--- src/rtl/bp_fe_bp_update_queue_pkg.sv ---
// Shared types and defaults for the branch-predictor update queue.
// The entry layout is built by macros so that each instantiating module can size it from its own parameters.
// The macro BP_FE_BP_UPDATE_BYPASS_EN, when defined, enables the empty-queue bypass path in the top module.

`define BP_FE_DECLARE_BRANCH_METADATA_FWD_S(btb_w, bht_w, ras_w) \
   typedef struct packed { \
      logic [btb_w-1:0] btb_indx; \
      logic [bht_w-1:0] bht_indx; \
      logic [ras_w-1:0] ras_addr; \
   } bp_fe_branch_metadata_fwd_s;

`define BP_FE_DECLARE_BP_UPDATE_S(eaddr_w, btb_w, bht_w, ras_w) \
   `BP_FE_DECLARE_BRANCH_METADATA_FWD_S(btb_w, bht_w, ras_w) \
   typedef struct packed { \
      logic                       attaboy; \
      logic [eaddr_w-1:0]         target; \
      bp_fe_branch_metadata_fwd_s metadata; \
   } bp_fe_bp_update_s;

package bp_fe_bp_update_queue_pkg;

   localparam int unsigned eaddr_width_dflt    = 39;
   localparam int unsigned btb_indx_width_dflt = 9;
   localparam int unsigned bht_indx_width_dflt = 5;
   localparam int unsigned ras_addr_width_dflt = 2;
   localparam int unsigned els_dflt            = 4;

   // Total width of the forwarded branch metadata.
   function automatic int unsigned mdata_width(input int unsigned btb_w,
                                               input int unsigned bht_w,
                                               input int unsigned ras_w);
      return btb_w + bht_w + ras_w;
   endfunction

   localparam int unsigned mdata_width_dflt =
      mdata_width(btb_indx_width_dflt, bht_indx_width_dflt, ras_addr_width_dflt);

endpackage

--- src/rtl/bp_fe_bp_update_queue_if.sv ---
// Backend update handshake plus predictor write port, bundled as one interface.
// master = backend/predictor side, slave = update queue.

interface bp_fe_bp_update_queue_if
   import bp_fe_bp_update_queue_pkg::*;
 #(parameter int unsigned eaddr_width_p = eaddr_width_dflt,
   parameter int unsigned mdata_width_p = mdata_width_dflt)
   ();

   logic                     upd_v_i;
   logic                     upd_ready_o;
   logic                     upd_attaboy_i;
   logic [eaddr_width_p-1:0] upd_target_i;
   logic [mdata_width_p-1:0] upd_metadata_i;

   logic                     drain_en_i;
   logic                     w_v_o;
   logic                     attaboy_o;
   logic [eaddr_width_p-1:0] pc_cmd_o;
   logic [mdata_width_p-1:0] branch_metadata_fwd_o;

   modport master (
      output upd_v_i, upd_attaboy_i, upd_target_i, upd_metadata_i, drain_en_i,
      input  upd_ready_o, w_v_o, attaboy_o, pc_cmd_o, branch_metadata_fwd_o
   );

   modport slave (
      input  upd_v_i, upd_attaboy_i, upd_target_i, upd_metadata_i, drain_en_i,
      output upd_ready_o, w_v_o, attaboy_o, pc_cmd_o, branch_metadata_fwd_o
   );

endinterface

--- src/rtl/bp_fe_bp_update_mem.sv ---
// els_p x width_p register array: synchronous write, asynchronous read. Contents are not reset.

module bp_fe_bp_update_mem
 #(parameter int unsigned els_p   = 4,
   parameter int unsigned width_p = 56)
  (input  logic                       clk_i,
   input  logic                       w_v_i,
   input  logic [$clog2(els_p)-1:0]   w_addr_i,
   input  logic [width_p-1:0]         w_data_i,
   input  logic [$clog2(els_p)-1:0]   r_addr_i,
   output logic [width_p-1:0]         r_data_o);

   logic [width_p-1:0] mem [els_p];

   // Write port.
   always_ff @(posedge clk_i) begin
      if (w_v_i) mem[w_addr_i] <= w_data_i;
   end

   assign r_data_o = mem[r_addr_i];

endmodule

--- src/rtl/bp_fe_bp_update_queue.sv ---
// Queue of resolved-branch feedback drained one entry per cycle into the branch predictor write port.
// Optional feature: define BP_FE_BP_UPDATE_BYPASS_EN to pass an update straight through when the queue is empty.

module bp_fe_bp_update_queue
   import bp_fe_bp_update_queue_pkg::*;
 #(parameter int unsigned eaddr_width_p    = eaddr_width_dflt,
   parameter int unsigned btb_indx_width_p = btb_indx_width_dflt,
   parameter int unsigned bht_indx_width_p = bht_indx_width_dflt,
   parameter int unsigned ras_addr_width_p = ras_addr_width_dflt,
   parameter int unsigned els_p            = els_dflt)
  (input  logic                     clk_i,
   input  logic                     reset_n_i,
   input  logic                     flush_i,
   bp_fe_bp_update_queue_if.slave   bus,
   output logic [$clog2(els_p):0]   count_o);

   localparam int unsigned ptr_width_lp = $clog2(els_p);
   localparam int unsigned cnt_width_lp = ptr_width_lp + 1;

   `BP_FE_DECLARE_BP_UPDATE_S(eaddr_width_p, btb_indx_width_p, bht_indx_width_p, ras_addr_width_p)

   localparam int unsigned entry_width_lp = $bits(bp_fe_bp_update_s);

   bp_fe_bp_update_s        wr_entry;
   bp_fe_bp_update_s        rd_entry;
   logic [ptr_width_lp-1:0] rd_ptr;
   logic [ptr_width_lp-1:0] wr_ptr;
   logic [cnt_width_lp-1:0] count;
   logic                    empty;
   logic                    full;
   logic                    bypass;
   logic                    push;
   logic                    pop;

   // Pack incoming update into an entry.
   always_comb begin
      wr_entry          = '0;
      wr_entry.attaboy  = bus.upd_attaboy_i;
      wr_entry.target   = bus.upd_target_i;
      wr_entry.metadata = bus.upd_metadata_i;
   end

   assign empty = (count == '0);
   assign full  = (count == cnt_width_lp'(els_p));

`ifdef BP_FE_BP_UPDATE_BYPASS_EN
   assign bypass = empty & bus.drain_en_i & bus.upd_v_i & ~flush_i;
`else
   assign bypass = 1'b0;
`endif

   // A full queue never accepts, even when popping the same cycle; flush drops everything.
   assign bus.upd_ready_o = ~full;
   assign push            = bus.upd_v_i & ~full & ~flush_i & ~bypass;
   assign pop             = ~empty & bus.drain_en_i & ~flush_i;
   assign count_o         = count;

   // Pointer and occupancy state.
   always_ff @(posedge clk_i or negedge reset_n_i) begin
      if (!reset_n_i) begin
         rd_ptr <= '0;
         wr_ptr <= '0;
         count  <= '0;
      end else if (flush_i) begin
         rd_ptr <= '0;
         wr_ptr <= '0;
         count  <= '0;
      end else begin
         if (push) wr_ptr <= wr_ptr + ptr_width_lp'(1);
         if (pop)  rd_ptr <= rd_ptr + ptr_width_lp'(1);
         count <= count + cnt_width_lp'(push) - cnt_width_lp'(pop);
      end
   end

   bp_fe_bp_update_mem #(
      .els_p   (els_p),
      .width_p (entry_width_lp)
   ) mem (
      .clk_i    (clk_i),
      .w_v_i    (push),
      .w_addr_i (wr_ptr),
      .w_data_i (wr_entry),
      .r_addr_i (rd_ptr),
      .r_data_o (rd_entry)
   );

   // Predictor write port: bypassed input when empty, else queue head; zero when idle.
   always_comb begin
      bus.w_v_o                 = 1'b0;
      bus.attaboy_o             = 1'b0;
      bus.pc_cmd_o              = '0;
      bus.branch_metadata_fwd_o = '0;
      if (bypass) begin
         bus.w_v_o                 = 1'b1;
         bus.attaboy_o             = wr_entry.attaboy;
         bus.pc_cmd_o              = wr_entry.target;
         bus.branch_metadata_fwd_o = wr_entry.metadata;
      end else if (!empty) begin
         bus.w_v_o                 = pop;
         bus.attaboy_o             = rd_entry.attaboy;
         bus.pc_cmd_o              = rd_entry.target;
         bus.branch_metadata_fwd_o = rd_entry.metadata;
      end
   end

endmodule

--- src/flat_wrapper.sv ---
// flat-port wrapper written by rule: the top's interface ports become plain ports
module bp_fe_bp_update_queue_flat import bp_fe_bp_update_queue_pkg::*;
#(parameter int unsigned eaddr_width_p    = eaddr_width_dflt,
   parameter int unsigned btb_indx_width_p = btb_indx_width_dflt,
   parameter int unsigned bht_indx_width_p = bht_indx_width_dflt,
   parameter int unsigned ras_addr_width_p = ras_addr_width_dflt,
   parameter int unsigned els_p            = els_dflt)
  (clk_i, reset_n_i, flush_i, count_o, bus_upd_v_i, bus_upd_attaboy_i, bus_upd_target_i, bus_upd_metadata_i, bus_drain_en_i, bus_upd_ready_o, bus_w_v_o, bus_attaboy_o, bus_pc_cmd_o, bus_branch_metadata_fwd_o);
  bp_fe_bp_update_queue_if #(.eaddr_width_p(eaddr_width_p), .mdata_width_p((16))) bus_i ();
  input  logic clk_i;
  input  logic reset_n_i;
  input  logic flush_i;
  output logic [$clog2(els_p):0] count_o;
  input wire logic [$bits(bus_i.upd_v_i)-1:0] bus_upd_v_i;
  input wire logic [$bits(bus_i.upd_attaboy_i)-1:0] bus_upd_attaboy_i;
  input wire logic [$bits(bus_i.upd_target_i)-1:0] bus_upd_target_i;
  input wire logic [$bits(bus_i.upd_metadata_i)-1:0] bus_upd_metadata_i;
  input wire logic [$bits(bus_i.drain_en_i)-1:0] bus_drain_en_i;
  output wire logic [$bits(bus_i.upd_ready_o)-1:0] bus_upd_ready_o;
  output wire logic [$bits(bus_i.w_v_o)-1:0] bus_w_v_o;
  output wire logic [$bits(bus_i.attaboy_o)-1:0] bus_attaboy_o;
  output wire logic [$bits(bus_i.pc_cmd_o)-1:0] bus_pc_cmd_o;
  output wire logic [$bits(bus_i.branch_metadata_fwd_o)-1:0] bus_branch_metadata_fwd_o;
  assign bus_i.upd_v_i = bus_upd_v_i;
  assign bus_i.upd_attaboy_i = bus_upd_attaboy_i;
  assign bus_i.upd_target_i = bus_upd_target_i;
  assign bus_i.upd_metadata_i = bus_upd_metadata_i;
  assign bus_i.drain_en_i = bus_drain_en_i;
  assign bus_upd_ready_o = bus_i.upd_ready_o;
  assign bus_w_v_o = bus_i.w_v_o;
  assign bus_attaboy_o = bus_i.attaboy_o;
  assign bus_pc_cmd_o = bus_i.pc_cmd_o;
  assign bus_branch_metadata_fwd_o = bus_i.branch_metadata_fwd_o;
  bp_fe_bp_update_queue #(.eaddr_width_p(eaddr_width_p), .btb_indx_width_p(btb_indx_width_p), .bht_indx_width_p(bht_indx_width_p), .ras_addr_width_p(ras_addr_width_p), .els_p(els_p)) u_core (.clk_i(clk_i), .reset_n_i(reset_n_i), .flush_i(flush_i), .bus(bus_i), .count_o(count_o));
endmodule
--- config.mk ---
export PLATFORM = sky130hd
export DESIGN_NAME = bp_fe_bp_update_queue_flat
export DESIGN_NICKNAME = d
export VERILOG_FILES = /design/src/rtl/bp_fe_bp_update_queue_pkg.sv /design/src/rtl/bp_fe_bp_update_queue_if.sv /design/src/rtl/bp_fe_bp_update_mem.sv /design/src/rtl/bp_fe_bp_update_queue.sv /design/src/flat_wrapper.sv
export SDC_FILE = /design/constraint.sdc
export NUM_CORES = 1
export LEC_CHECK = 0
export BUFFER_PORTS_ARGS = -buffer_cell sky130_fd_sc_hd__buf_2
export CORE_ASPECT_RATIO = 0.7
export CORE_MARGIN = 2
export CORE_UTILIZATION = 55
export DETAILED_ROUTE_END_ITERATION = 6
export PLACE_DENSITY = 0.77
export SYNTH_ARGS = -nofsm -noshare
export SYNTH_HDL_FRONTEND = slang
export SYNTH_SLANG_ARGS = --single-unit
--- constraint.sdc ---
create_clock -name clk_i -period 3.13 [get_ports clk_i]
set_input_delay 0.1565 -clock clk_i [delete_from_list [all_inputs] [get_ports clk_i]]
set_output_delay 0.1565 -clock clk_i [all_outputs]
set_load 0.005 [all_outputs]
==> impl_metrics.json, run 1 <==
{
  "slew_headroom_pct": 51.7,
  "worstPathArrival_ps": 2920,
  "ioPinCount": 122,
  "min-delay-path-class": "in -> async",
  "rsz0062_at_grt": "no",
  "place.gp.congestion": 0.785,
  "htreeDepth": 1,
  "maxSlewViolCount": 0,
  "ys_types": 25,
  "cts_inserted_buffers": 22,
  "fin_nets": 667,
  "cts_setup_buffers": 0,
  "clk_latency_ps": 500,
  "power.leakage_nw": 3.85,
  "cp_max_fo": 7,
  "synth_top_family_by_area": "multiplexers",
  "skew_ps": 17.7,
  "synth_compound_area_share_pct": 0.336,
  "clock.fmax_mhz": 397,
  "ctsHoldBuffers": 58,
  "yosys_register_bits": 231,
  "worstPathRequired_ps": 3530,
  "use_met1_pct": 26.5,
  "die_h_microns": 111,
  "synth-simple-area-share_pct": 5.09,
  "ir_worst_vdd_uv": 426,
  "path_clk_slew_ps": 60,
  "finalHoldViolCount": 0,
  "cts_max_path_buffers": 3,
  "most-common-layout-cells": "edfxtp_1 (224), buf_2 (121), dlygate4sd3_1 (58)",
  "dr.pass1.iters": 4,
  "dieArea_sq_um": 17300,
  "dp_worst_setup_slack_ps": 643,
  "drc": 0,
  "grt_pass1_wl_microns": 25800,
  "rows": 38,
  "critPathCaptureType": "flop",
  "final_area_sq_um": 11100,
  "startpoint_type": "flop",
  "fillCellCount": 972,
  "finalSetupViolCount": 0,
  "met3_usage_pct": 4.40,
  "place_hpwl_microns": 9470,
  "post-route-min-period_ps": 2520,
  "tritoncts": "done",
  "power.density_nw_per_um2": 739,
  "synth_area_per_cell_sq_um": 22.0,
  "status": "complete, no violations",
  "busiest_layer": "met2",
  "ctsResizeCount": 0,
  "initial_core_util_pct": 56.9,
  "synth_nets": 474,
  "drt_iter0_drc": 336,
  "grt_use_met2_pct": 32.5,
  "crit_type": "reg -> reg",
  "synthAdderAreaFrac_pct": 1.07,
  "core_area_sq_um": 15700,
  "final.setup.worst_slack_ps": 610,
  "antenna_found_initial": 1,
  "synth.cell_area_sq_um": 8920,
  "grt_usage_pct": 19.4,
  "drtAntennaViolNets": 0,
  "place_area_sq_um": 9800,
  "final_common_cell": "edfxtp_1",
  "vias": 4521,
  "viasPerCell": 5.54,
  "muxShareOfSynthArea_pct": 14.4,
  "cts.sinks": 231,
  "seq_area_frac_synth_pct": 77.3,
  "synth_cells": 406,
  "drt-total-wl_microns": 16600,
  "wl_per_cell_microns": 20.3,
  "port_buffers": 121,
  "grt_overflow": 0,
  "utilization_pct": 70.5,
  "grt_start_max_net_pins": 59,
  "period_share_pct": 80.5,
  "synth_xor_area_share_pct": 0.196,
  "drive_above_1_share_pct": 35.8,
  "fin_tns_setup_ps": 0,
  "synth_warnings": 0,
  "area_delta_synth_final_pct": 23.9,
  "max_cap_viol_count": 0,
  "dieWidth_microns": 156,
  "grt_pass1_vias": 4960,
  "clockRootBuffer": "clkbuf_16",
  "tightest_slew_ps": 725
}
[through the flow]
stage	total power, mW	hold WS (ps)	std cells
2_1_floorplan	5.00	-139	406
3_3_place_gp	5.67	-3.50	717
3_5_place_dp	5.72	1.31	717
4_1_cts	8.24	27.9	815
5_1_grt	8.53	41.5	815
6_report	8.17	32.7	816
[synthesized netlist by cell type]
master,number,share of area (%)
edfxtp_1,224,75
nor2b_1,57,4.0
mux4_2,56,14
nor2_1,8,0.34
dfrtp_1,7,2.0
ha_1,6,0.84
inv_1,6,0.25
and2_1,5,0.35
buf_1,5,0.21
buf_2,4,0.22
buf_6,4,0.50
clkbuf_1,4,0.17
buf_4,3,0.25
a21oi_1,2,0.11
nand2_1,2,0.084
nand2b_1,2,0.14
nor3_1,2,0.11
xor2_1,2,0.20
a211oi_1,1,0.084
fa_1,1,0.22
mux2_1,1,0.13
mux2i_1,1,0.11
o21ai_1,1,0.056
o31ai_1,1,0.084
or3_1,1,0.070
[worst max-delay path: stages, from the launching register on]
cell	delay [ps]
dfrtp_1	500
nor2_1	140
a211oi_1	620
ha_1	270
inv_1	50
fa_1	370
xor2_1	160
and2_1	160
nor3_1	160
[cells by family after synthesis]
kind of cell | count (synthesis)
buffers and inverters | 26
muxes | 58
DFF | 231
xor gates and xnor gates | 2
and+or+nand+nor | 77
AOI/OAI and AO/OA | 5
adders and majority gates | 7
[sequential cells by signal, indices dropped and copies added (netlist names)]
register / count
u_core.rd_ptr: 2
u_core.wr_ptr: 2
u_core.count_o: 3
u_core.mem.mem: 224
[metal layers]
| layer | part of all wire (%) | vias up |
|---|---|---|
| met5 | 0 | - |
| met4 | 2.0 | 0 |
| met3 | 6.2 | 31 |
| met2 | 50 | 141 |
| met1 | 42 | 2335 |
| li1 | - | 2014 |
[final cells by class]
class / count / area (sq um) / area share [%]
tap: 200 / 250 / 2.26
inverter: 6 / 22.5 / 0.204
clock buffer: 29 / 598 / 5.41
multi-input combinational: 149 / 1890 / 17.1
timing repair buffer: 189 / 1310 / 11.9
antenna: 1 / 2.50 / 0.0226
sequential: 231 / 6910 / 62.5
clock inverter: 11 / 73.8 / 0.668
[power breakdown]
part / total (mW) / switching (mW) / leakage (nW) / internal [mW]
clock network: 2.48 / 1.06 / 0.325 / 1.42
registers: 3.67 / 0.0781 / 2.12 / 3.60
logic: 2.01 / 1.01 / 1.40 / 0.999
total: 8.17 / 2.15 / 3.85 / 6.02
[final timing paths]
check                             startpoint           endpoint  slack, ps  depth (start not counted)
max                        u_core.count_o[1]  u_core.count_o[2]        610                          8
min                                reset_n_i   u_core.rd_ptr[0]         30                          2
max reg2reg                u_core.count_o[1]  u_core.count_o[2]        610                          8
min reg2reg                 u_core.wr_ptr[1]   u_core.wr_ptr[1]        630                          2
max in group asynchronous          reset_n_i   u_core.rd_ptr[0]       2920                          2
min in group clk_i            bus_drain_en_i   u_core.rd_ptr[1]         50                          4
Power figures use the tool's default switching activity.
==> inputs of run 2 (changes only) <==
ABC_AREA = 1   (was default)
CORE_UTILIZATION = 52   (was 55)
PLACE_DENSITY = 0.76   (was 0.77)
clock period = 2.05 ns   (was 3.13 ns; I/O delays follow)
==> run 2 against run 1 <==
Synthesized cell count grew 120%. Count of clock-buffer cells in the layout decreased by 1. First-iteration DRC count rose by 81%. Critical path depth decreased by 2. Via count increased by 51%. Global-route usage up 1.3 points. Final cell count up 64%. Routed wire length is 33% higher.
==> impl_metrics.json, run 2 <==
{
  "cts.sinks": 231,
  "fin_cells": 1342,
  "slew_headroom_pct": 71.7,
  "clock.fmax_mhz": 499,
  "drt-total-wl_microns": 22000,
  "fin_nets": 1161,
  "critPathSlowestCell": "dfrtp_4",
  "worstPathRequired_ps": 1950,
  "ioPinCount": 122,
  "die_h_microns": 119,
  "skew_ps": 5.84,
  "grt_pass1_wl_microns": 32400,
  "synth_edf_count": 224,
  "rows": 41,
  "cts_inserted_buffers": 22,
  "yosys_register_bits": 231,
  "cp.buffers_inverters": 3,
  "cts_max_path_buffers": 3,
  "utilization_pct": 67.5,
  "drive_above_1_share_pct": 19.4,
  "cp_cell_sequence": "buf_12, clkbuf_16, or2_2, nand3_1, a21oi_1, buf_2",
  "drtAntennaViolNets": 0,
  "dr.pass1.iters": 5,
  "synthArstFlopShare_pct": 3.03,
  "drc": 0,
  "max_cap_viol_count": 0,
  "port_buffers": 121,
  "synth_common_cells": "nand2_1 (344), edfxtp_1 (224), inv_1 (128)",
  "maxSlewViolCount": 0,
  "critPathCaptureType": "output port",
  "status": "complete, no violations",
  "viasPerCell": 5.09,
  "dieWidth_microns": 168,
  "rsz0062_at_grt": "yes",
  "cp_max_fo": 9,
  "worstPathArrival_ps": 1900,
  "core_area_sq_um": 18200,
  "startpoint_type": "flop",
  "synth_top_area_share_pct": 69.0,
  "grt_overflow": 0,
  "wl_per_cell_microns": 16.4,
  "tritoncts": "done",
  "path_clk_slew_ps": 60,
  "wl_met2_microns": 10400,
  "clockRootBuffer": "clkbuf_16",
  "ys_types": 17,
  "vias": 6829,
  "ir_worst_vdd_uv": 751,
  "dr.max_layer_used": "met5",
  "grt_usage_pct": 20.8,
  "place_hpwl_microns": 10800,
  "antenna_found_initial": 2,
  "synth.cell_area_sq_um": 9750,
  "htreeDepth": 1,
  "yosys.area.top_type": "edfxtp_1",
  "min-delay-path-class": "in -> reg",
  "post-route-min-period_ps": 2000,
  "tightest_slew_ps": 425,
  "wl_met3_microns": 1830,
  "seq_area_frac_synth_pct": 70.8,
  "critical_path.max_stage_delay_ps": 520,
  "grt_pass1_vias": 6425,
  "synth_area_per_cell_sq_um": 10.9,
  "period_share_pct": 97.7,
  "regMostFlops": "u_core.mem.mem",
  "synth_warnings": 0,
  "clk_latency_ps": 500,
  "dp.cells": 1228,
  "synth_nets": 962,
  "synth_cells": 894,
  "final_common_cell": "nand2_1",
  "largest_reg_flops": 224,
  "area_delta_synth_final_pct": 26.2,
  "place.gp.congestion": 0.781,
  "synthFlopType": "edfxtp_1",
  "finalHoldViolCount": 0,
  "finalSetupViolCount": 0,
  "initial_core_util_pct": 53.5,
  "dieArea_sq_um": 19900,
  "most-common-layout-cells": "nand2_1 (343), edfxtp_1 (224), inv_1 (126)",
  "wl_met1_microns": 9440,
  "drt_iter0_drc": 609,
  "synthTopCellsByArea": "edfxtp_1 (69%), nand2_1 (13%), inv_1 (4.9%), nand3_1 (3.2%), a21oi_1 (2.9%)",
  "power.leakage_nw": 5.34,
  "synth.most_common_cell": "nand2_1",
  "crit_type": "reg -> out",
  "power.density_nw_per_um2": 1160,
  "grt_start_max_net_pins": 99,
  "path_delay_family": "flip-flops"
}
==> run 2: cell types whose count changed in the layout (fill, tap and decap cells not counted), sizes merged, moves of 3 or more <==
cell | before | now
nand4 | 0 | 4
mux4 | 56 | 0
inv | 6 | 128
a21oi | 2 | 57
and2 | 5 | 0
dlygate4sd3 | 58 | 61
nor2 | 8 | 12
nor2b | 57 | 0
nand3 | 0 | 63
buf | 131 | 156
nand2 | 2 | 344
==> run 2: worst reg2reg max path, cell delays in order, from the launching register on <==
cell and delay [ps]:
dfrtp_1 390, nor2_2 150, nand2_1 80, nand2_1 80, nor2_1 50, ha_1 270
inv_1 60, ha_1 140, inv_1 50, fa_2 510, nor2_1 40
==> run 2: through the flow <==
stage | TNS (ps) | cell area (sq um) | setup slack, ps | hold WS [ps] | power (mW)
floorplan | 0 | 9800 | 9.03 | -193 | 8.20
global placement | 0 | 10700 | 166 | -50.5 | 9.70
detailed placement | 0 | 10700 | 113 | -49.4 | 9.76
CTS | 0 | 12100 | 1.29 | 330 | 13.8
global route | -33.3 | 12300 | -20.2 | 359 | 15.0
finish | 0 | 12300 | 46.8 | 352 | 14.3
==> run 2: kinds of logic after synthesis <==
logic type / Yosys count / synth area share, %
simple gates: 425 / 17.3
flops: 231 / 70.8
buf+inv: 174 / 7.99
compound gates: 57 / 2.93
fa+ha+maj: 7 / 0.975
==> run 2: per-layer routing <==
metal	global-route usage [%]	vias to the layer above
met5	0	-
met4	5.11	2
met3	3.88	35
met2	35.4	304
met1	27.9	3194
li1	-	3294
==> run 2: where the power goes <==
part	total (mW)	switching (mW)	internal, mW
registers	5.59	0.0996	5.50
logic	4.94	2.95	1.99
clock network	3.73	1.58	2.15
total	14.3	4.63	9.64
==> run 2: timing repair <==
action	in CTS	in global routing
hold endpoints to repair	237	0
setup endpoints to repair	23	52
hold buffers	61	0
setup buffers	0	9
pin swaps	0	6
gates resized for setup	8	18
cloned	2	5
==> run 2: path summary, 6_finish.rpt <==
kind / slack (ps) / to / startpoint / cells past startpoint
worst max-delay path: 50 / bus_pc_cmd_o[37] / u_core.rd_ptr[0] / 6
worst min-delay path: 350 / u_core.mem.mem[1][54] / bus_upd_target_i[38] / 2
worst max register to register: 140 / u_core.count_o[1] / u_core.count_o[1] / 10
worst min register to register: 560 / u_core.wr_ptr[1] / u_core.wr_ptr[1] / 2
max in group asynchronous: 1150 / u_core.rd_ptr[0] / reset_n_i / 3
min in group asynchronous: 590 / u_core.count_o[2] / reset_n_i / 3
==> run 2: layout make-up <==
type	instances	area (sq um)
Timing Repair Buffer	219	1770
Clock buffer	28	594
Multi-Input combinational cell	489	2180
Antenna cell	1	2.50
Tap cell	236	295
Clock inverter	8	58.8
Sequential cell	231	6910
Inverter	130	500
Fill cell	1313	5910
